===== src/rtl/inv_shift_rows_ser_if.sv =====
// ---------------------------------------------------------------------------
// inv_shift_rows_ser_if
// Bundle of the byte-in / block-out handshake used by inv_shift_rows_ser.
//
// Signals:
//   in_valid   qualifies in_byte / in_sof
//   in_byte    8-bit ciphertext-state byte, column-major order
//   in_sof     marks byte 0 of a block
//   in_ready   the block can take a byte this cycle
//   out_valid  out_state holds a complete block
//   out_state  128-bit block after InvShiftRows, byte i at [127-8i -: 8]
//   out_ready  downstream accepts out_state
//   err_resync one-cycle pulse when a partial block is aborted by in_sof
//   blk_cnt    wrapping count of delivered blocks
//
// Modports:
//   master  the side that produces bytes and consumes blocks
//   slave   the inv_shift_rows_ser block itself
// ---------------------------------------------------------------------------
interface inv_shift_rows_ser_if;
    logic         in_valid;
    logic [7:0]   in_byte;
    logic         in_sof;
    logic         in_ready;
    logic         out_valid;
    logic [127:0] out_state;
    logic         out_ready;
    logic         err_resync;
    logic [7:0]   blk_cnt;

    modport master (
        output in_valid, in_byte, in_sof, out_ready,
        input  in_ready, out_valid, out_state, err_resync, blk_cnt
    );

    modport slave (
        input  in_valid, in_byte, in_sof, out_ready,
        output in_ready, out_valid, out_state, err_resync, blk_cnt
    );
endinterface


===== src/rtl/inv_shift_rows_ser.sv =====
// ---------------------------------------------------------------------------
// inv_shift_rows_ser
// Serial-in AES-128 InvShiftRows. Bytes arrive one per cycle in column-major
// order and are scattered straight into their inverse-permuted slot of a
// 128-bit buffer, so the block is ready one cycle after its 16th byte with
// no separate permutation pass.
//
// Ports:
//   clk   single rising-edge clock
//   rst   synchronous active-high reset
//   bus   inv_shift_rows_ser_if.slave (byte input, block output, status)
// ---------------------------------------------------------------------------
module inv_shift_rows_ser (
    input  logic                  clk,
    input  logic                  rst,
    inv_shift_rows_ser_if.slave   bus
);

    typedef enum logic {
        LOAD = 1'b0,
        FULL = 1'b1
    } state_t;

    state_t       state;
    state_t       state_nx;
    logic [3:0]   cnt;
    logic [3:0]   cnt_nx;
    logic [127:0] buffer;
    logic [7:0]   blk_cnt_q;
    logic         err_q;
    logic         err_nx;
    logic         accept;
    logic         drain;
    logic         wr_en;
    logic [3:0]   wr_idx;
    logic [3:0]   wr_slot;

    // Input byte index (row r = idx[1:0], column c = idx[3:2]) lands in
    // output column (c + r) mod 4 of the same row; the 2-bit add wraps for us.
    function automatic logic [3:0] dest_index(input logic [3:0] idx);
        logic [1:0] row;
        logic [1:0] col;
        row = idx[1:0];
        col = idx[3:2] + row;
        return {col, row};
    endfunction

    // In FULL the ready is passed through from downstream so a new byte can
    // be taken in the same cycle the finished block drains.
    assign bus.in_ready   = !rst && ((state == LOAD) || bus.out_ready);
    assign bus.out_valid  = !rst && (state == FULL);
    assign bus.out_state  = buffer;
    assign bus.err_resync = err_q;
    assign bus.blk_cnt    = blk_cnt_q;

    assign accept  = bus.in_valid && bus.in_ready;
    assign wr_slot = dest_index(wr_idx);

    // Next-state logic. An accepted in_sof always restarts at byte 0; if it
    // cuts a partial block short the resync error is raised for one cycle.
    always_comb begin
        state_nx = state;
        cnt_nx   = cnt;
        err_nx   = 1'b0;
        wr_en    = 1'b0;
        wr_idx   = cnt;
        drain    = 1'b0;
        case (state)
            LOAD: begin
                if (accept) begin
                    wr_en = 1'b1;
                    if (bus.in_sof) begin
                        wr_idx = 4'd0;
                        cnt_nx = 4'd1;
                        err_nx = (cnt != 4'd0);
                    end else if (cnt == 4'd15) begin
                        state_nx = FULL;
                        cnt_nx   = 4'd0;
                    end else begin
                        cnt_nx = cnt + 4'd1;
                    end
                end
            end
            FULL: begin
                if (bus.out_ready) begin
                    drain    = 1'b1;
                    state_nx = LOAD;
                    if (accept) begin
                        wr_en  = 1'b1;
                        wr_idx = 4'd0;
                        cnt_nx = 4'd1;
                    end
                end
            end
            default: begin
                state_nx = LOAD;
            end
        endcase
    end

    // State, counters and the scatter buffer. Slot o sits at bits
    // [127-8o -: 8], i.e. base 8*(15-o), which is just {~o, 3'b000}.
    // Unwritten slots keep stale data; it is hidden while in LOAD.
    always_ff @(posedge clk) begin
        if (rst) begin
            state     <= LOAD;
            cnt       <= 4'd0;
            err_q     <= 1'b0;
            blk_cnt_q <= 8'd0;
            buffer    <= '0;
        end else begin
            state <= state_nx;
            cnt   <= cnt_nx;
            err_q <= err_nx;
            if (drain) begin
                blk_cnt_q <= blk_cnt_q + 8'd1;
            end
            if (wr_en) begin
                buffer[{~wr_slot, 3'b000} +: 8] <= bus.in_byte;
            end
        end
    end

endmodule

===== src/flat_wrapper.sv =====
// flat-port wrapper written by rule: the top's interface ports become plain ports
module inv_shift_rows_ser_flat 
  (clk, rst, bus_in_valid, bus_in_byte, bus_in_sof, bus_out_ready, bus_in_ready, bus_out_valid, bus_out_state, bus_err_resync, bus_blk_cnt);
  inv_shift_rows_ser_if bus_i ();
  input  logic clk;
  input  logic rst;
  input wire logic [$bits(bus_i.in_valid)-1:0] bus_in_valid;
  input wire logic [$bits(bus_i.in_byte)-1:0] bus_in_byte;
  input wire logic [$bits(bus_i.in_sof)-1:0] bus_in_sof;
  input wire logic [$bits(bus_i.out_ready)-1:0] bus_out_ready;
  output wire logic [$bits(bus_i.in_ready)-1:0] bus_in_ready;
  output wire logic [$bits(bus_i.out_valid)-1:0] bus_out_valid;
  output wire logic [$bits(bus_i.out_state)-1:0] bus_out_state;
  output wire logic [$bits(bus_i.err_resync)-1:0] bus_err_resync;
  output wire logic [$bits(bus_i.blk_cnt)-1:0] bus_blk_cnt;
  assign bus_i.in_valid = bus_in_valid;
  assign bus_i.in_byte = bus_in_byte;
  assign bus_i.in_sof = bus_in_sof;
  assign bus_i.out_ready = bus_out_ready;
  assign bus_in_ready = bus_i.in_ready;
  assign bus_out_valid = bus_i.out_valid;
  assign bus_out_state = bus_i.out_state;
  assign bus_err_resync = bus_i.err_resync;
  assign bus_blk_cnt = bus_i.blk_cnt;
  inv_shift_rows_ser u_core (.clk(clk), .rst(rst), .bus(bus_i));
endmodule

===== config.mk =====
export PLATFORM = sky130hd
export DESIGN_NAME = inv_shift_rows_ser_flat
export DESIGN_NICKNAME = d
export VERILOG_FILES = /design/src/rtl/inv_shift_rows_ser_if.sv /design/src/rtl/inv_shift_rows_ser.sv /design/src/flat_wrapper.sv
export SDC_FILE = /design/constraint.sdc
export NUM_CORES = 1
export LEC_CHECK = 0
export CORE_ASPECT_RATIO = 1.1
export CORE_MARGIN = 2
export CORE_UTILIZATION = 25
export CTS_CLUSTER_DIAMETER = 100
export CTS_CLUSTER_SIZE = 24
export DETAILED_ROUTE_END_ITERATION = 8
export GPL_TIMING_DRIVEN = 0
export PLACE_DENSITY = 0.55
export SLEW_MARGIN = 25
export SYNTH_ARGS = -nofsm -noshare
export SYNTH_HDL_FRONTEND = slang
export SYNTH_SLANG_ARGS = --single-unit

===== constraint.sdc =====
create_clock -name clk -period 5.85 [get_ports clk]
set_input_delay 1.17 -clock clk [delete_from_list [all_inputs] [get_ports clk]]
set_output_delay 1.17 -clock clk [all_outputs]
set_load 0.1 [all_outputs]

==> flow_summary.json <==
{
  "ant_nets": 0,
  "wl_per_cell_um": 17.4,
  "postCtsSetupBuffers": 0,
  "portBuffers": 143,
  "seqPwrFrac_pct": 44.4,
  "final_cells": 1109,
  "dr.first_iter.drc_count": 149,
  "ys_top_cells_by_area": "dfxtp_1, mux2i_1, nand2b_1, nand2_1, nand3_4",
  "critPathKind": "in2out",
  "ctsHoldBuffers": 0,
  "synth_top_area_cell": "dfxtp_1",
  "dieArea_um2": 26100,
  "tightest_slew_ns": 1.06,
  "cp_cell_sequence": "clkdlybuf4s50_1, clkbuf_1, clkbuf_1, clkbuf_1, nor2_1, clkdlybuf4s50_1",
  "grt_pass1_vias": 4914,
  "fin_nets": 806,
  "status": "complete, no violations",
  "synth.cell_area_um2": 6200,
  "holdWs_ns": 0.473,
  "drive_gt1_share_pct": 8.02,
  "rsz0062_at_grt": "false",
  "maxCapViolCount": 0,
  "cts_resized": 0,
  "drc": 0,
  "yosysUniqueCellTypes": 48,
  "cp_max_fo": 10,
  "ys_ff_latch": 142,
  "synthCells": 623,
  "first_pass_iters": 4,
  "cp_top_family": "buffers and inverters",
  "combPwrFrac_pct": 7.5,
  "worst-path-buf-inv": 5,
  "routabilityCongestion": 0.818,
  "power_w": 0.00219,
  "drt_wl_total_mm": 19.3,
  "final.setup_skew_ns": 0.0105,
  "path_clk_slew_ns": 0.06,
  "swShare_pct": 25.8,
  "worstPathArrival_ns": 4.05,
  "fin_crit_sh_pct": 89.2,
  "htreeDepth": 4,
  "maxSlewHeadroom_pct": 29.3,
  "dp_cells": 1076,
  "cts.sinks": 142,
  "vias": 4940,
  "synthMostInstantiatedCell": "dfxtp_1",
  "core-area_um2": 24400,
  "intPower_w": 0.00163,
  "grt_max_degree": 17,
  "synth_top_area_share_pct": 45.9,
  "timing.final.hold_violations": 0,
  "report.final.slew_viol_count": 0,
  "die_w_um": 154,
  "hold_path.class": "reg2reg",
  "syn_nets": 644,
  "end_kind": "output pin",
  "start_util_pct": 25.4,
  "power_switching_w": 0.000566,
  "cp-start-kind": "primary input",
  "vias_per_cell": 4.45,
  "insertion_delay_ns": 0.43,
  "finalSetupTns_ns": 0,
  "cp_slowest_cell": "clkdlybuf4s50_1",
  "place.detailed.hpwl_mm": 13.7,
  "power_density_nw_per_um2": 255,
  "syn_avg_cell_area_um2": 9.95,
  "synthFlopType": "dfxtp_1",
  "clock_path_buffers": 2,
  "cp_common_cell": "clkbuf_1",
  "ir_worst_vdd_v": 0.000198,
  "setup_violations": 0,
  "fp.dieH_um": 169,
  "rows": 60,
  "period_needed_ns": 5.22,
  "cts_tree": "done",
  "synth.yosys.seq_area_share_pct": 45.9,
  "grt_use_total_pct": 15.0,
  "synth_common_cells": "dfxtp_1, mux2i_1, nand2b_1, nand2_1, clkbuf_1",
  "fmax_ghz": 0.192,
  "synthArstFlopShare_pct": 0,
  "leakage_nw": 3.55,
  "cpPeakStageDelay_ns": 0.99,
  "grt_overflow": 0,
  "grt_pass1_wl_mm": 29.6,
  "synth_enable_flop_cells": 0,
  "yosys_warnings": 0,
  "cts_buffers": 17,
  "crit_required_ns": 4.68,
  "area_delta_synth_final_pct": 38.7,
  "pin_count": 152,
  "root_buffer": "clkbuf_16",
  "n_fill_cell": 2463,
  "antenna_found_initial": 0,
  "p_clk_share_pct": 48.1
}
state kept, by name (all words and copies together) (netlist names):
register / flops
u_core.bus.blk_cnt: 8
u_core.bus.err_resync: 1
u_core.bus.out_state: 128
u_core.cnt: 4
u_core.state: 1
metrics by stage:
stage                     worst slack, ns  cell area, um2  util, %
after floorplan                      1.71            6200        -
after global placement              0.578            8020     32.9
after detailed placement            0.547            8020     32.9
after CTS                           0.533            8590     35.2
after global routing                0.321            8600     35.2
final                               0.631            8600     35.2
cells by family (layout without fill, tap and decap cells):
family,count (synthesis),in the layout,synth area share [%]
flip-flops,142,142,45.9
other,0,1,0
XOR/XNOR,9,9,1.27
buffers and inverters,44,219,3.43
AO/OA/AOI/OAI,54,54,5.37
adder cells (fa/ha/maj),8,8,1.61
AND/OR/NAND/NOR,250,250,23.6
multiplexers,116,116,18.8
power by group through the flow:
| stage | combinational [W] | clock [W] | sequential, W |
|---|---|---|---|
| 6_report | 0.000165 | 0.00105 | 0.000975 |
| 5_1_grt | 0.000177 | 0.00113 | 0.000975 |
| 4_1_cts | 0.000167 | 0.00108 | 0.000975 |
| 3_5_place_dp | 0.000167 | 0 | 0.000996 |
| 3_3_place_gp | 0.000166 | 0 | 0.000996 |
| 2_1_floorplan | 0.0000901 | 0 | 0.00102 |
final timing paths:
path | startpoint | to | slack [ns] | cells after the start
setup reg to reg | u_core.state$_SDFF_PP0_ | u_core.bus.out_state[62]$_SDFFE_PP0P_ | 2.43 | 12
hold / removal | u_core.bus.out_state[97]$_SDFFE_PP0P_ | u_core.bus.out_state[97]$_SDFFE_PP0P_ | 0.47 | 2
hold reg to reg | u_core.bus.out_state[97]$_SDFFE_PP0P_ | u_core.bus.out_state[97]$_SDFFE_PP0P_ | 0.47 | 2
setup / recovery | rst | bus_in_ready | 0.63 | 6
cells in the final DEF (no fill, tap or decap), types with 8 or more instances in the layout:
master	n
mux2i_1	114
nand3_1	21
nor2_1	23
dfxtp_1	142
clkbuf_1	28
a21oi_1	21
nand2b_1	109
o21ai_0	16
nand3_4	8
clkbuf_16	17
clkdlybuf4s50_1	143
nand2_1	58
ha_1	8
worst min-delay path, delay by kind of cell (launching register included):
family	cells	cell delay (ns)
compound gates	2	0.13
flops	1	0.30
per-layer routing:
layer | part of all wire [%] | vias to the layer above | track usage [%] | wire length, um
li1 | - | 2444 | - | -
met1 | 47 | 2365 | 19.4 | 9090
met2 | 47 | 117 | 24.6 | 9040
met3 | 5.2 | 14 | 4.19 | 1000
met4 | 0.98 | 0 | 3.78 | 189
met5 | 0 | - | 0 | 0
area by class of cell:
class	count	area (um2)	area share, %
diodes	1	2.50	0.0291
plain buffers	39	194	2.26
clock buffers	20	457	5.31
clock inverters	12	111	1.30
inverters	5	18.8	0.218
multi-input cells	437	3150	36.7
flip-flops and latches	142	2840	33.1
well taps	310	388	4.51
repair buffers	143	1430	16.6
Note: power is estimated with default switching activity, not from simulation.
